--- src/rtl/approx_mult_pkg.sv ---
// Shared definitions for the approximate multiplier pipeline:
// mode encoding and the OR-compressed compensation term C.
package approx_mult_pkg;

  localparam logic MODE_EXACT  = 1'b0;
  localparam logic MODE_APPROX = 1'b1;
  localparam int   MAXW        = 32;

  // C for truncated rows x[l-1:0] of a w x w multiply.
  // Columns w-1..w+l-2 contribute their OR at their own weight;
  // column w-2 contributes its OR one weight higher.
  function automatic logic [63:0] comp_term(
    input logic [31:0] x,
    input logic [31:0] y,
    input int          w,
    input int          l
  );
    logic [63:0] col;
    logic [63:0] c;
    col = '0;
    c   = '0;
    for (int i = 0; i < MAXW; i++) begin
      for (int j = 0; j < MAXW; j++) begin
        if (i < l && j < w) begin
          col[6'(i + j)] = col[6'(i + j)] | (x[5'(i)] & y[5'(j)]);
        end
      end
    end
    for (int k = 0; k < 2 * MAXW; k++) begin
      if (k >= w - 1 && k <= w + l - 2) begin
        c = c + (64'(col[6'(k)]) << k);
      end
    end
    c = c + (64'(col[6'(w - 2)]) << (w - 1));
    return c;
  endfunction

endpackage

--- src/rtl/approx_mult_pipe_comp.sv ---
// Combinational compensation-term generator.
// x_lo_i: x with rows >= L cleared; y_i: multiplier; c_o: C.
module approx_comp
  import approx_mult_pkg::*;
#(
  parameter int W = 8,
  parameter int L = 2
) (
  input  logic [W-1:0]   x_lo_i,
  input  logic [W-1:0]   y_i,
  output logic [2*W-1:0] c_o
);

  assign c_o = (2*W)'(comp_term(32'(x_lo_i), 32'(y_i), W, L));

endmodule

--- src/rtl/approx_mult_pipe.sv ---
// Three-stage exact/approximate unsigned multiplier with
// valid/ready handshakes, pass-through tag/mode, approx counter.
module approx_mult_pipe
  import approx_mult_pkg::*;
#(
  parameter int W  = 8,
  parameter int L  = 2,
  parameter int TW = 4,
  parameter int CW = 16
) (
  input  logic          clk,
  input  logic          rst,
  input  logic          in_valid,
  output logic          in_ready,
  input  logic [W-1:0]  x,
  input  logic [W-1:0]  y,
  input  logic          mode,
  input  logic [TW-1:0] tag_in,
  output logic          out_valid,
  input  logic          out_ready,
  output logic [2*W-1:0] z,
  output logic [TW-1:0] tag_out,
  output logic          mode_out,
  output logic [CW-1:0] approx_cnt,
  input  logic          cnt_clr
);

  localparam logic [W-1:0] HMASK = {W{1'b1}} << L;

  logic adv;
  logic acc;

  logic          v1_q;
  logic [W-1:0]  x1_q;
  logic [W-1:0]  y1_q;
  logic [TW-1:0] t1_q;
  logic          m1_q;

  logic            v2_q;
  logic [2*W-1:0]  p2_q;
  logic [2*W-1:0]  p2_d;
  logic [2*W-1:0]  c2_q;
  logic [2*W-1:0]  c2_d;
  logic [TW-1:0]   t2_q;
  logic            m2_q;

  logic [W-1:0]   x_lo;
  logic [2*W-1:0] c_w;
  logic [2*W-1:0] z_d;
  logic [CW-1:0]  cnt_d;

  // Ready depends only on registered state, never on in_valid.
  assign adv      = !out_valid || out_ready;
  assign in_ready = adv;
  assign acc      = in_valid && adv;

  assign x_lo = x1_q & ~HMASK;

  approx_comp #(
    .W (W),
    .L (L)
  ) u_comp (
    .x_lo_i (x_lo),
    .y_i    (y1_q),
    .c_o    (c_w)
  );

  // Masking the low rows of x equals (y * x[W-1:L]) << L.
  always_comb begin
    p2_d = '0;
    c2_d = '0;
    if (m1_q == MODE_APPROX) begin
      p2_d = (2*W)'(x1_q & HMASK) * (2*W)'(y1_q);
      c2_d = c_w;
    end else begin
      p2_d = (2*W)'(x1_q) * (2*W)'(y1_q);
    end
  end

  assign z_d = p2_q + c2_q;

  always_comb begin
    cnt_d = approx_cnt;
    if (cnt_clr) begin
      cnt_d = '0;
    end else if (acc && mode == MODE_APPROX &&
                 approx_cnt != {CW{1'b1}}) begin
      cnt_d = approx_cnt + 1'b1;
    end
  end

  always_ff @(posedge clk or posedge rst) begin
    if (rst) begin
      v1_q       <= 1'b0;
      x1_q       <= '0;
      y1_q       <= '0;
      t1_q       <= '0;
      m1_q       <= 1'b0;
      v2_q       <= 1'b0;
      p2_q       <= '0;
      c2_q       <= '0;
      t2_q       <= '0;
      m2_q       <= 1'b0;
      out_valid  <= 1'b0;
      z          <= '0;
      tag_out    <= '0;
      mode_out   <= 1'b0;
      approx_cnt <= '0;
    end else begin
      approx_cnt <= cnt_d;
      if (adv) begin
        v1_q      <= in_valid;
        x1_q      <= x;
        y1_q      <= y;
        t1_q      <= tag_in;
        m1_q      <= mode;
        v2_q      <= v1_q;
        p2_q      <= p2_d;
        c2_q      <= c2_d;
        t2_q      <= t1_q;
        m2_q      <= m1_q;
        out_valid <= v2_q;
        z         <= z_d;
        tag_out   <= t2_q;
        mode_out  <= m2_q;
      end
    end
  end

endmodule

--- config.mk ---
export PLATFORM = sky130hd
export DESIGN_NAME = approx_mult_pipe
export DESIGN_NICKNAME = d
export VERILOG_FILES = /design/src/rtl/approx_mult_pkg.sv /design/src/rtl/approx_mult_pipe_comp.sv /design/src/rtl/approx_mult_pipe.sv
export SDC_FILE = /design/constraint.sdc
export NUM_CORES = 1
export LEC_CHECK = 0
export CAP_MARGIN = 20
export CELL_PAD_IN_SITES_DETAIL_PLACEMENT = 1
export CELL_PAD_IN_SITES_GLOBAL_PLACEMENT = 1
export CORE_MARGIN = 2
export CORE_UTILIZATION = 45
export DETAILED_ROUTE_END_ITERATION = 16
export MAX_ROUTING_LAYER = met4
export PLACE_DENSITY = 0.92
export REMOVE_ABC_BUFFERS = 1
export SLEW_MARGIN = 15
export SYNTH_ARGS = -nofsm -noshare
export SYNTH_HDL_FRONTEND = slang
export SYNTH_SLANG_ARGS = --single-unit
export TNS_END_PERCENT = 20
--- constraint.sdc ---
create_clock -name clk -period 5.75 [get_ports clk]
set_input_delay 1.15 -clock clk [delete_from_list [all_inputs] [get_ports clk]]
set_output_delay 1.15 -clock clk [all_outputs]
set_load 0.02 [all_outputs]
* After elaboration in Yosys (flattened, before gate mapping)
Index checks and enable logic that the tools add are counted.
** Cells by class
- Reductions and logical operators :: 6
- Bitwise logic cells :: 7
- Multipliers :: 2
- $add $sub $neg :: 4
- Multiplexer cells :: 4
- Equal/unequal tests :: 1
** Operators with widths (count)
- $mux 16 :: 4
- $add 16x1->16 const B :: 1
- $add 16x16->16 :: 1
- $mul 8x8->16 :: 1
- $ne 16x16->1 const B :: 1
- $mul 6x8->14 :: 1
- $add 10x8->11 :: 1
- $add 8x9->10 :: 1
- $and 1x1->1 :: 5
- $logic_and 1x1->1 :: 3
- $or 1x1->1 :: 2
- $reduce_bool 2->1 :: 1
- $logic_not 1->1 :: 1
- $logic_or 1x1->1 :: 1
** Storage, ports and cells
- Logic and storage cells :: 39
- Bits of input ports :: 26
- Output and inout port bits :: 39
- Bits in registers :: 98

* Depth between registers and ports, before layout
Gate-level depths: netlist of the first run.
- Depth after elaboration :: 7
- Gate-level depth with buffers :: 19
- Gate-level depth less buffers :: 17

* Modules after synthesis
From an unflattened synthesis of the first run, not the netlist that was laid out.
** Second synthesis, totals
- Cells, all modules :: 900
- Area total of the unflattened synthesis :: 7953.9 um2
** Modules (own cells, without submodules)
- approx_mult_pipe :: seq. area each 2452.4 um2, cells an instance 881, area an instance 7803.7 um2, times used 1
- approx_comp :: seq. area each 0.0 um2, cells an instance 19, area an instance 150.1 um2, times used 1

* Worst setup path after synthesis of the first run
Ideal clock, no wire load.
- Path type :: register to register
- Start point :: reg x1_q[5]
- End point :: reg p2_q[14]
- Arrival :: 4123 ps
- Clock period less this slack :: 4217 ps
- Cell stages (with the launch flop) :: 18
- Library setup time :: 94 ps
- Path slack :: 1533 ps
- Required time :: 5656 ps
- Path buffers :: 1
- Cell sequence :: dfrtp_1 > clkbuf_1 > and2_1 > fa_1 > inv_1 > fa_1 > inv_1 > fa_1 > inv_1 > fa_1 > inv_1 > ha_1 > nor3_1 > nor2_1 > a31oi_1 > o21ai_1 > xnor2_1 > a221oi_2
** On the way
- Word-level cells in the longest chain between the ends :: 2
- Elaborated cells on any way between the ends :: 3
- Classes of those cells :: 2 x mul; 1 x mux
** Ends and longest elaborated chain
- start, declared :: line approx_mult_pipe.sv:34 : logic [W-1:0] x1_q;
- start signal, assigned :: line approx_mult_pipe.sv:95 : x1_q <= '0;
- start signal, assigned :: line approx_mult_pipe.sv:113 : x1_q <= x;
- $mul 8x8->16 or $mul 6x8->14 (tied branches) :: line approx_mult_pipe.sv:76, approx_mult_pipe.sv:73
- $mux 16 (*) :: line approx_mult_pipe.sv:72 : if (m1_q == MODE_APPROX) begin
- end signal, assigned :: line approx_mult_pipe.sv:118 : p2_q <= p2_d;
- end, declared :: line approx_mult_pipe.sv:40 : logic [2*W-1:0] p2_q;
Every way passes the cells marked *; elsewhere a longest branch is shown, timed or not.
A chain may end at the register's enable or synchronous reset.

* Worst setup path after layout of the first run
- Start point :: reg y1_q[3]
- End point :: reg p2_q[14]
** On the way
- Word-level cells in the longest chain between the ends :: 2
- Elaborated cells on any way between the ends :: 3
- Classes of those cells :: 2 x mul; 1 x mux
** Ends and longest elaborated chain
- start, declared :: line approx_mult_pipe.sv:35 : logic [W-1:0] y1_q;
- start signal, assigned :: line approx_mult_pipe.sv:114 : y1_q <= y;
- $mul 8x8->16 or $mul 6x8->14 (tied branches) :: line approx_mult_pipe.sv:76, approx_mult_pipe.sv:73
- $mux 16 (*) :: line approx_mult_pipe.sv:72
Marked as above.

==> impl_summary.txt, run 1 <==
----------------------------------------------------
[Outcome]
  Status ... finished clean

[Die]
  Core Rows ... 45
  DIE HEIGHT ... 128.2 µm
  Horizontal die dimension ... ~130 µm
  I/O pins ... 65
  Area of the core region ... ~15000 µm²
  Die footprint ... about 16000 µm²
  Effective utilization at floorplan ... between 40% and 50%

[Clocking]
  Clock insertion delay at the later pin of the skew report ... 0.36 ns
  CTS resizes ... 0
  Clock Pin Slew Worst Setup and Hold Paths ... about 0.07 ns
  Buffer cell driving the clock tree root ... sky130_fd_sc_hd__clkbuf_16
  CTS HTree Levels ... 3
  Number of buffers on the longest clock path ... 2
  Clock buffer count from CTS ... 9
  Clk sink count ... 85
  Hold buffer count at CTS ... 0
  Post-CTS Setup Bufs ... 0
  CTS tree ... yes

[Routing]
  Met2 layer wire length in the routed design ... ~9.5 mm
  Avg Vias per Cell ... about 5.4
  Pre-antenna DRT Iters ... 7
  DRC violations left ... 0
  Routed WL per cell ... ~18 µm
  Top layer in use ... met4
  Number of DRC violations after detailed-routing iteration 0 ... 280
  Number of vias after detailed routing ... between 5000 and 6000
  Length of routed met3 wiring ... 588 µm
  Total length of routed wires ... about 18 mm
  Remaining number of nets flagged by the antenna check after routing ... 0
  M1 wire length ... 7.786 mm

[Power and ir drop]
  Maximum vdd drop ... about 0.00030 V
  Static power due to leakage ... just over 4 nW
  Total chip power ... roughly 5.4 mW
  Total power divided by cell area ... approximately 670 nW/µm²

[Setup path]
  Critical path fanouts, max ... 9
  Setup crit end kind ... register
  Cell-by-cell trace of the critical path ... and2_1, fa_1, inv_1, fa_1, inv_1, fa_1, inv_1, fa_1, inv_1, ha_1, nor3_1, nor2_1, a31oi_1, o21ai_1, xnor2_1, a221oi_2
  Buffer and inverter count on the worst path ... 4
  Critical path type ... register to register
  Kind of start point of the critical path ... register
  Top Family by Delay on Critical Path ... adder cells
  Worst EP arrival ... around 4.9 ns
  Slowest library cell on the worst path ... sky130_fd_sc_hd__fa_1
  Depth of the most critical reg-to-reg path ... 16
  Delay of the slowest critical-path stage ... about 0.54 ns
  WP depth ... 16
  Required time at the worst-slack endpoint ... around 6 ns

[Logic synthesis]
  Proportion of synthesized chip area in sequential cells ... a little under a third
  Synth unique cells ... 51
  Top cell type's share of synthesized area ... 30.65%
  Count of state elements after synthesis ... 85
  Average size of a mapped cell ... about 8.9 µm²
  Share of flip-flops with an asynchronous set or reset after synthesis ... 100.0%
  Cell types occupying the most area after synthesis ... sky130_fd_sc_hd__dfrtp_1 (31%), sky130_fd_sc_hd__fa_1 (17%), sky130_fd_sc_hd__ha_1 (12%), sky130_fd_sc_hd__nand2_1 (9.3%), sky130_fd_sc_hd__inv_1 (5.9%)
  Number of enable-type register cells in the synthesized netlist ... 0
  Post-synthesis cell type with the largest combined area ... sky130_fd_sc_hd__dfrtp_1
  Synthesis Warnings ... 0
  Mapped cell area ... approximately 7000 µm²
  Commonest register cell after synthesis ... sky130_fd_sc_hd__dfrtp_1
  Number of cells produced by synthesis ... 779

[Timing]
  Peak Freq ... between 200 and 250 MHz
  Hold violation total from the final report ... 0
  Final clock period utilization by the worst path ... between 70% and 80%
  Clk_skew ... roughly 0.0094 ns
  Number of failing setup endpoints in the final timing report ... 0
  Worst Tran Pin Value ... slightly below 0.7 ns
  Final sum of negative setup slack ... 0 ns
  Number of pins with negative max-slew slack in the final report ... 0
  RSZ-0062 raised after global routing ... no
  Relative slew slack ... 54.15%
  Time the final worst path needs with I/O delays and setup ... approximately 4.6 ns

[Finish]
  Antenna diode count ... 0
  Number of standard cells in the layout, taps in and fillers out ... around 1000
  Net total in the final layout ... between 900 and 1000
  Ratio of cells with drive above 1 in the final layout ... 4.281%
  Area of all placed cells without fillers ... 8075 µm²
  Final core utilization ... a little over half
  Synthesis-to-finish area growth ... 16.35%
  Fillcell total ... around 1700

[Placement]
  IO Port Bufs ... 64
  Placed wire-length estimate ... between 10 and 15 mm
  Instance area at placement ... between 7000 and 8000 µm²
  Placed Instances ... 1013
  Placer Congestion ... between 0.8 and 0.9

[Global routing]
  First-pass GRT wire length ... 30.66 mm
  Antenna violations before repair ... 0
  Pin count of the biggest net entering global routing ... 71
  GR Util All Layers ... about a quarter
  Via count of the first global-routing pass ... approximately 6000
  Total congestion overflow after global routing ... 0

[Run]
  Max-cap violation count ... 0

[Hold path]
  Path category of the worst min-delay check ... register to register
  Worst hold stages ... 1

----------------------------------------------------
layout by cell type, fill, tap and decap left out, types with 7 or more instances in the layout:
cell type	n
sky130_fd_sc_hd__clkbuf_16	9
sky130_fd_sc_hd__nand2_1	172
sky130_fd_sc_hd__and2_1	47
sky130_fd_sc_hd__inv_1	108
sky130_fd_sc_hd__nand3_1	22
sky130_fd_sc_hd__ha_1	64
sky130_fd_sc_hd__fa_1	58
sky130_fd_sc_hd__nor3_1	7
sky130_fd_sc_hd__dfrtp_1	85
sky130_fd_sc_hd__o21ai_0	23
sky130_fd_sc_hd__xnor2_1	11
sky130_fd_sc_hd__xor2_1	24
sky130_fd_sc_hd__clkdlybuf4s50_1	64
sky130_fd_sc_hd__nor2_1	37
sky130_fd_sc_hd__a21oi_1	24
sky130_fd_sc_hd__nand4_1	7
kinds of logic after synthesis:
logic type	synth area share, %
multiplexers	0.2885
buffers and inverters	7.121
flip-flops	30.65
XOR/XNOR	4.417
AND/OR/NAND/NOR	21.13
adder cells (fa/ha/maj)	28.27
AO/OA/AOI/OAI	8.131
per-stage QoR:
step	worst slack [ns]	hold slack (ns)
after floorplan	0.2218	0.4300
after global placement	1.347	0.4448
after detailed placement	1.208	0.4552
after CTS	1.167	0.4700
after global routing	0.8796	0.4782
final	1.164	0.4663
sequential cells by signal, summed over array words and instances, names as in the netlist, 4 cells and up:
name and cells:
approx_cnt 16, p2_q 16, t1_q 4, t2_q 4, tag_out 4, x1_q 8, y1_q 8, z 16
layer usage:
metal | track usage [%] | vias up
met3 | 4.174 | 50
met1 | 29.46 | 2756
met2 | 42.18 | 123
met5 | - | -
li1 | - | 2585
met4 | 9.825 | 0
cell type report:
cell class                 count  area, µm²  area share (%)
clock inverter                 6      70.07          0.8677
clock buffer                  10      239.0           2.959
timing repair buffer          67      663.1           8.212
sequential                    85       2127           26.34
tap                          188      235.2           2.913
multi-input combinational    563       4327           53.58
inverter                     110      414.1           5.129
worst register-to-register path, delay by kind of cell (launching register included):
kind | cells | cell delay (ns)
AO/OA/AOI/OAI | 3 | 0.68
buffers and inverters | 4 | 0.23
adder cells (fa/ha/maj) | 5 | 2.42
AND/OR/NAND/NOR | 3 | 0.54
XOR/XNOR | 1 | 0.15
flip-flops | 1 | 0.48
worst paths after layout:
kind                                       to  slack (ns)  startpoint
worst max-delay path                 p2_q[14]        1.16     y1_q[3]
worst min-delay path                out_valid        0.47        v2_q
worst max register to register       p2_q[14]        1.16     y1_q[3]
worst min register to register      out_valid        0.47        v2_q
max in group asynchronous             y1_q[4]        3.48         rst
min in group asynchronous       approx_cnt[1]        1.19         rst
synthesized netlist by cell type, drive strengths merged (3+ instances only):
master / n
a211oi: 6
a21o: 6
a21oi: 24
and2: 47
and3: 5
buf: 6
clkbuf: 15
dfrtp: 85
fa: 58
ha: 64
inv: 110
nand2: 174
nand3: 24
nand4: 8
nor2: 38
nor2b: 5
nor3: 7
o21a: 3
o21ai: 29
o221ai: 3
xnor2: 11
xor2: 24
power by group:
group	internal [mW]	total, mW	switching, mW
registers	0.794	0.972	0.179
logic	1.54	3.81	2.27
clock network	0.352	0.608	0.256
total	2.69	5.39	2.70
(Power assumes the default switching activity.)
==> inputs of run 2 (changes only) <==
Clock period 5.75 ns to 4.7 ns, I/O delays scaled along.
==> impl_summary.txt, run 2 (synthesis gave the netlist of run 1 again) <==
----------------------------------------------------
[Global routing]
  Total congestion overflow after global routing ... 0 (unchanged)
  Pin count of the biggest net entering global routing ... 68 (was 71)
  Via count of the first global-routing pass ... 6120 (was 5933)
  Antenna violations before repair ... 0 (unchanged)
  GR Util All Layers ... 25.24% (was 24.82%)
  First-pass GRT wire length ... 31.15 mm (was 30.66 mm)

[Clocking]
  Clock Pin Slew Worst Setup and Hold Paths ... 0.06 ns (was 0.07 ns)
  Buffer cell driving the clock tree root ... sky130_fd_sc_hd__clkbuf_16 (unchanged)
  Post-CTS Setup Bufs ... 0 (unchanged)
  Clock buffer count from CTS ... 9 (unchanged)
  Number of buffers on the longest clock path ... 2 (unchanged)
  CTS HTree Levels ... 3 (unchanged)
  CTS tree ... yes (unchanged)
  Clk sink count ... 85 (unchanged)
  Hold buffer count at CTS ... 0 (unchanged)
  Clock insertion delay at the later pin of the skew report ... 0.35 ns (was 0.36 ns)

[Timing]
  Final sum of negative setup slack ... 0 ns (unchanged)
  Peak Freq ... 220.4 MHz (was 218.1 MHz)
  Worst Tran Pin Value ... 0.9246 ns (was 0.6877 ns)
  Number of pins with negative max-slew slack in the final report ... 0 (unchanged)
  Relative slew slack ... 38.29% (was 54.15%)
  Time the final worst path needs with I/O delays and setup ... 4.537 ns (was 4.586 ns)
  Clk_skew ... 0.006014 ns (was 0.009420 ns)
  Number of failing setup endpoints in the final timing report ... 0 (unchanged)
  Final setup margin ... 0.1632 ns (was 1.164 ns)
  Hold violation total from the final report ... 0 (unchanged)
  Final clock period utilization by the worst path ... 96.53% (was 79.76%)

[Finish]
  Net total in the final layout ... 986 (was 984)
  Leading cell type in the layout, fill and taps excluded ... sky130_fd_sc_hd__nand2_1 (unchanged)
  Registers with the most flip-flops ... approx_cnt: 16 flops, p2_q: 16 flops, z: 16 flops (unchanged)
  Final core utilization ... 53.61% (was 53.32%)
  Commonest cells after routing, fill and taps aside ... sky130_fd_sc_hd__nand2_1 (172), sky130_fd_sc_hd__inv_1 (108), sky130_fd_sc_hd__dfrtp_1 (81), sky130_fd_sc_hd__ha_1 (64), sky130_fd_sc_hd__clkdlybuf4s50_1 (64) (was sky130_fd_sc_hd__nand2_1 (172), sky130_fd_sc_hd__inv_1 (108), sky130_fd_sc_hd__dfrtp_1 (85), sky130_fd_sc_hd__ha_1 (64), sky130_fd_sc_hd__clkdlybuf4s50_1 (64))
  Ratio of cells with drive above 1 in the final layout ... 4.756% (was 4.281%)
  Synthesis-to-finish area growth ... 17.00% (was 16.35%)
  Sequential Area ... 2132 µm² (was 2127 µm²)
  Antenna diode count ... 0 (unchanged)
  Area of all placed cells without fillers ... 8120 µm² (was 8075 µm²)
  Multi-input gate area ... 4333 µm² (was 4327 µm²)
  Fillcell total ... 1738 (was 1742)

[Routing]
  Avg Vias per Cell ... 5.445 (was 5.359)
  Routed WL per cell ... 18.71 µm (was 17.97 µm)
  Number of vias after detailed routing ... 5603 (was 5514)
  Total length of routed wires ... 19.25 mm (was 18.50 mm)
  DRC violations left ... 0 (unchanged)
  Remaining number of nets flagged by the antenna check after routing ... 0 (unchanged)
  Pre-antenna DRT Iters ... 4 (was 7)
  Number of DRC violations after detailed-routing iteration 0 ... 302 (was 280)

[Setup path]
  Critical path fanouts, max ... 9 (unchanged)
  Kind of start point of the critical path ... register (unchanged)
  Slowest library cell on the worst path ... sky130_fd_sc_hd__fa_1 (unchanged)
  Required time at the worst-slack endpoint ... 4.95 ns (was 6.01 ns)
  Worst EP arrival ... 4.79 ns (was 4.85 ns)
  Cell-by-cell trace of the critical path ... and2_1, fa_1, inv_1, fa_1, inv_1, fa_1, inv_1, fa_1, inv_1, ha_1, nor3_1, o21ai_1, a31oi_2, o21ai_1, xnor2_1, a221oi_2 (was and2_1, fa_1, inv_1, fa_1, inv_1, fa_1, inv_1, fa_1, inv_1, ha_1, nor3_1, nor2_1, a31oi_1, o21ai_1, xnor2_1, a221oi_2)
  Critical path type ... register to register (unchanged)
  Setup crit end kind ... register (unchanged)
  Delay of the slowest critical-path stage ... 0.55 ns (was 0.54 ns)

[Placement]
  Setup Slack @ Placement ... 0.1788 ns (was 1.208 ns)
  Placed wire-length estimate ... 14.13 mm (was 14.20 mm)
  Instance area at placement ... 7781 µm² (was 7766 µm²)
  IO Port Bufs ... 64 (unchanged)
  Placer Congestion ... 0.8746 (was 0.8683)

[Power and ir drop]
  Maximum vdd drop ... 0.0004638 V (was 0.0003044 V)
  Total chip power ... 6.776 mW (was 5.392 mW)
  Static power due to leakage ... 4.102 nW (was 4.091 nW)
  Total power divided by cell area ... 834.5 nW/µm² (was 667.7 nW/µm²)

[Die]
  DIE HEIGHT ... 128.2 µm (unchanged)
  Die footprint ... 16430 µm² (unchanged)
  I/O pins ... 65 (unchanged)
  Effective utilization at floorplan ... 45.82% (unchanged)
  Core Rows ... 45 (unchanged)
  Horizontal die dimension ... 128.2 µm (unchanged)
  Area of the core region ... 15150 µm² (unchanged)

[Hold path]
  Path category of the worst min-delay check ... register to register (unchanged)

[Outcome]
  Status ... finished clean (unchanged)

[Run]
  Max-cap violation count ... 0 (unchanged)

----------------------------------------------------
==> run 2: changes by cell type in the layout (fill, tap and decap cells not counted), moves of 2 or more <==
cell                        before  now
sky130_fd_sc_hd__inv_6           2    0
sky130_fd_sc_hd__buf_4           3    5
sky130_fd_sc_hd__dfrtp_2         0    4
sky130_fd_sc_hd__dfrtp_1        85   81
sky130_fd_sc_hd__bufinv_16       1    3
==> run 2: cell type report <==
cell class,count,share of cell area (%)
clock buffer,10,2.820
timing repair buffer,69,8.351
tap,188,2.897
clock inverter,4,1.217
multi-input combinational,563,53.36
sequential,85,26.26
inverter,110,5.100
==> run 2: worst paths after layout <==
kind                            depth (start not counted)     from  slack [ns]             to
worst max-delay path                                   16  y1_q[4]        0.16       p2_q[14]
worst min-delay path                                    2     v2_q        0.47           v2_q
worst max register to register                         16  y1_q[4]        0.16       p2_q[14]
worst min register to register                          2     v2_q        0.47           v2_q
max in group asynchronous                               3      rst        2.72        y1_q[7]
min in group asynchronous                               2      rst        1.09  approx_cnt[6]
==> run 2: where the power goes <==
part | internal (mW) | leakage (nW) | total [mW] | switching (mW)
logic | 1.92 | 2.88 | 4.78 | 2.86
clock network | 0.514 | 0.159 | 0.808 | 0.293
registers | 0.973 | 1.06 | 1.19 | 0.216
==> run 2: worst max-delay path, delay by kind of cell (launching register included) <==
family | cells | cell delay (ns)
compound gates | 4 | 0.77
fa+ha+maj | 5 | 2.37
flops | 1 | 0.46
simple gates | 2 | 0.47
buf+inv | 4 | 0.22
xor+xnor | 1 | 0.14
==> run 2: stage by stage <==
step | hold slack (ns) | std cells
2_1_floorplan | 0.4300 | 758
3_3_place_gp | 0.4416 | 1015
3_5_place_dp | 0.4555 | 1015
4_1_cts | 0.4689 | 1029
5_1_grt | 0.4937 | 1029
6_report | 0.4687 | 1029
==> run 2: metal layers <==
layer | GRT usage [%] | part of all wire, % | vias up
met1 | 29.08 | 40 | 2815
met3 | 4.257 | 3.9 | 46
li1 | - | - | 2588
met5 | - | 0 | -
met4 | 10.54 | 3.1 | 0
met2 | 43.65 | 52 | 154
==> run 2: timing repair <==
action                     in CTS  in global routing
hold endpoints to repair        0                  0
gates resized for setup         0                  5
setup endpoints to repair       0                  3
==> inputs of run 3 (changes only) <==
Settings changed: SKIP_LAST_GASP from default to 1.
==> impl_summary.txt, run 3 (synthesis gave the netlist of run 1 again) <==
----------------------------------------------------
[Global routing]
  Pin count of the biggest net entering global routing ... 68 (unchanged)
  Via count of the first global-routing pass ... 6120 (unchanged)
  Total congestion overflow after global routing ... 0 (unchanged)
  First-pass GRT wire length ... 31.15 mm (unchanged)
  GR Util All Layers ... 25.24% (unchanged)
  Antenna violations before repair ... 0 (unchanged)

[Routing]
  Number of vias after detailed routing ... 5575 (was 5603)
  Total length of routed wires ... 19.19 mm (was 19.25 mm)
  Remaining number of nets flagged by the antenna check after routing ... 0 (unchanged)
  Routed WL per cell ... 18.65 µm (was 18.71 µm)
  Number of DRC violations after detailed-routing iteration 0 ... 296 (was 302)
  Avg Vias per Cell ... 5.418 (was 5.445)
  Pre-antenna DRT Iters ... 4 (unchanged)
  DRC violations left ... 0 (unchanged)

[Finish]
  Commonest cells after routing, fill and taps aside ... sky130_fd_sc_hd__nand2_1 (172), sky130_fd_sc_hd__inv_1 (108), sky130_fd_sc_hd__dfrtp_1 (82), sky130_fd_sc_hd__ha_1 (64), sky130_fd_sc_hd__clkdlybuf4s50_1 (64) (was sky130_fd_sc_hd__nand2_1 (172), sky130_fd_sc_hd__inv_1 (108), sky130_fd_sc_hd__dfrtp_1 (81), sky130_fd_sc_hd__ha_1 (64), sky130_fd_sc_hd__clkdlybuf4s50_1 (64))
  Ratio of cells with drive above 1 in the final layout ... 4.637% (was 4.756%)
  Antenna diode count ... 0 (unchanged)
  Final core utilization ... 53.61% (about the same)
  Leading cell type in the layout, fill and taps excluded ... sky130_fd_sc_hd__nand2_1 (unchanged)
  Registers with the most flip-flops ... approx_cnt: 16 flops, p2_q: 16 flops, z: 16 flops (unchanged)
  Area of all placed cells without fillers ... 8119 µm² (was 8120 µm²)
  Number of standard cells in the layout, taps in and fillers out ... 1029 (unchanged)
  Synthesis-to-finish area growth ... 16.98% (was 17.00%)
  Net total in the final layout ... 986 (unchanged)

[Timing]
  Relative slew slack ... 38.00% (was 38.29%)
  Final sum of negative setup slack ... 0 ns (unchanged)
  Peak Freq ... 220.1 MHz (was 220.4 MHz)
  Time the final worst path needs with I/O delays and setup ... 4.543 ns (was 4.537 ns)
  Hold violation total from the final report ... 0 (unchanged)
  Final setup margin ... 0.1568 ns (was 0.1632 ns)
  Clk_skew ... 0.007086 ns (was 0.006014 ns)
  Number of failing setup endpoints in the final timing report ... 0 (unchanged)
  Hold Slack ... 0.4682 ns (was 0.4687 ns)
  Final clock period utilization by the worst path ... 96.66% (was 96.53%)
  RSZ-0062 raised after global routing ... yes
  Worst Tran Pin Value ... 0.9289 ns (was 0.9246 ns)
  Number of pins with negative max-slew slack in the final report ... 0 (unchanged)

[Clocking]
  CTS tree ... yes (unchanged)
  CTS HTree Levels ... 3 (unchanged)
  Buffer cell driving the clock tree root ... sky130_fd_sc_hd__clkbuf_16 (unchanged)
  Post-CTS Setup Bufs ... 0 (unchanged)
  Clock insertion delay at the later pin of the skew report ... 0.35 ns (about the same)
  Clock buffer count from CTS ... 9 (unchanged)
  Clock Pin Slew Worst Setup and Hold Paths ... 0.06 ns (about the same)
  Clk sink count ... 85 (unchanged)
  CTS resizes ... 0 (unchanged)
  Hold buffer count at CTS ... 0 (unchanged)
  Number of buffers on the longest clock path ... 2 (unchanged)

[Power and ir drop]
  Maximum vdd drop ... 0.0004646 V (was 0.0004638 V)
  Total power divided by cell area ... 835.4 nW/µm² (was 834.5 nW/µm²)
  Total chip power ... 6.783 mW (was 6.776 mW)
  Static power due to leakage ... 4.103 nW (was 4.102 nW)

[Die]
  Horizontal die dimension ... 128.2 µm (unchanged)
  Area of the core region ... 15150 µm² (unchanged)
  Core Rows ... 45 (unchanged)
  Die footprint ... 16430 µm² (unchanged)
  DIE HEIGHT ... 128.2 µm (unchanged)
  I/O pins ... 65 (unchanged)
  Effective utilization at floorplan ... 45.82% (unchanged)

[Setup path]
  Cell-by-cell trace of the critical path ... and2_1, fa_1, inv_1, fa_1, inv_1, fa_1, inv_1, fa_1, inv_1, ha_1, nor3_1, o21ai_1, a31oi_2, o21ai_1, xnor2_1, a221oi_2 (unchanged)
  Setup crit end kind ... register (unchanged)
  Worst EP arrival ... 4.80 ns (was 4.79 ns)
  Critical path fanouts, max ... 9 (unchanged)
  Worst setup path startpoint ... y1_q[4] (unchanged)
  Delay of the slowest critical-path stage ... 0.55 ns (about the same)
  Slowest library cell on the worst path ... sky130_fd_sc_hd__fa_1 (unchanged)
  Required time at the worst-slack endpoint ... 4.96 ns (was 4.95 ns)
  Critical path type ... register to register (unchanged)
  Worst r2r src ... y1_q[4] (unchanged)
  Kind of start point of the critical path ... register (unchanged)

[Outcome]
  Status ... finished clean (unchanged)

[Placement]
  IO Port Bufs ... 64 (unchanged)
  Instance area at placement ... 7781 µm² (unchanged)
  Placed Instances ... 1015 (unchanged)
  Placer Congestion ... 0.8746 (unchanged)
  Setup Slack @ Placement ... 0.1788 ns (unchanged)
  Placed wire-length estimate ... 14.13 mm (unchanged)

[Hold path]
  Hold Startpoint ... v2_q (unchanged)
  Path category of the worst min-delay check ... register to register (unchanged)

[Run]
  Max-cap violation count ... 0 (unchanged)

----------------------------------------------------
==> run 3: cell count changes in the layout (fill, tap and decap cells not counted) <==
cell                      delta
sky130_fd_sc_hd__dfrtp_2     -1
sky130_fd_sc_hd__dfrtp_1     +1
==> run 3: layout make-up <==
class                   instances  area [µm²]
repair buffers                 69       678.2
fillers                      1737        7027
inverters                     110       414.1
clock buffers                  10       229.0
clock inverters                 4       98.84
well taps                     188       235.2
flip-flops and latches         85        2131
multi-input cells             563        4333
==> run 3: metal layers <==
layer	vias up	GRT usage [%]	wire (µm)	share of wire [%]
met5	-	-	0	0
met4	0	10.54	586	3.1
met3	49	4.257	763	4.0
met2	154	43.65	9989	52
met1	2784	29.08	7847	41
li1	2588	-	-	-
==> run 3: final timing paths <==
kind	end	slack, ns	depth (start not counted)
hold reg to reg	v2_q	0.47	2
max in group asynchronous	y1_q[7]	2.72	3
setup / recovery	p2_q[14]	0.16	16
setup reg to reg	p2_q[14]	0.16	16
min in group asynchronous	approx_cnt[6]	1.09	2
hold / removal	v2_q	0.47	2
==> run 3: power by group <==
group,internal (mW),total [mW],switching [mW]
Sequential,0.973,1.19,0.217
Combinational,1.91,4.78,2.87
Clock,0.514,0.811,0.296
==> run 3: critical path: cells and delay by family, from the launching register on <==
family	cells	cell delay, ns
fa+ha+maj	5	2.37
compound gates	4	0.77
simple gates	2	0.47
flops	1	0.46
buf+inv	4	0.22
xor+xnor	1	0.14
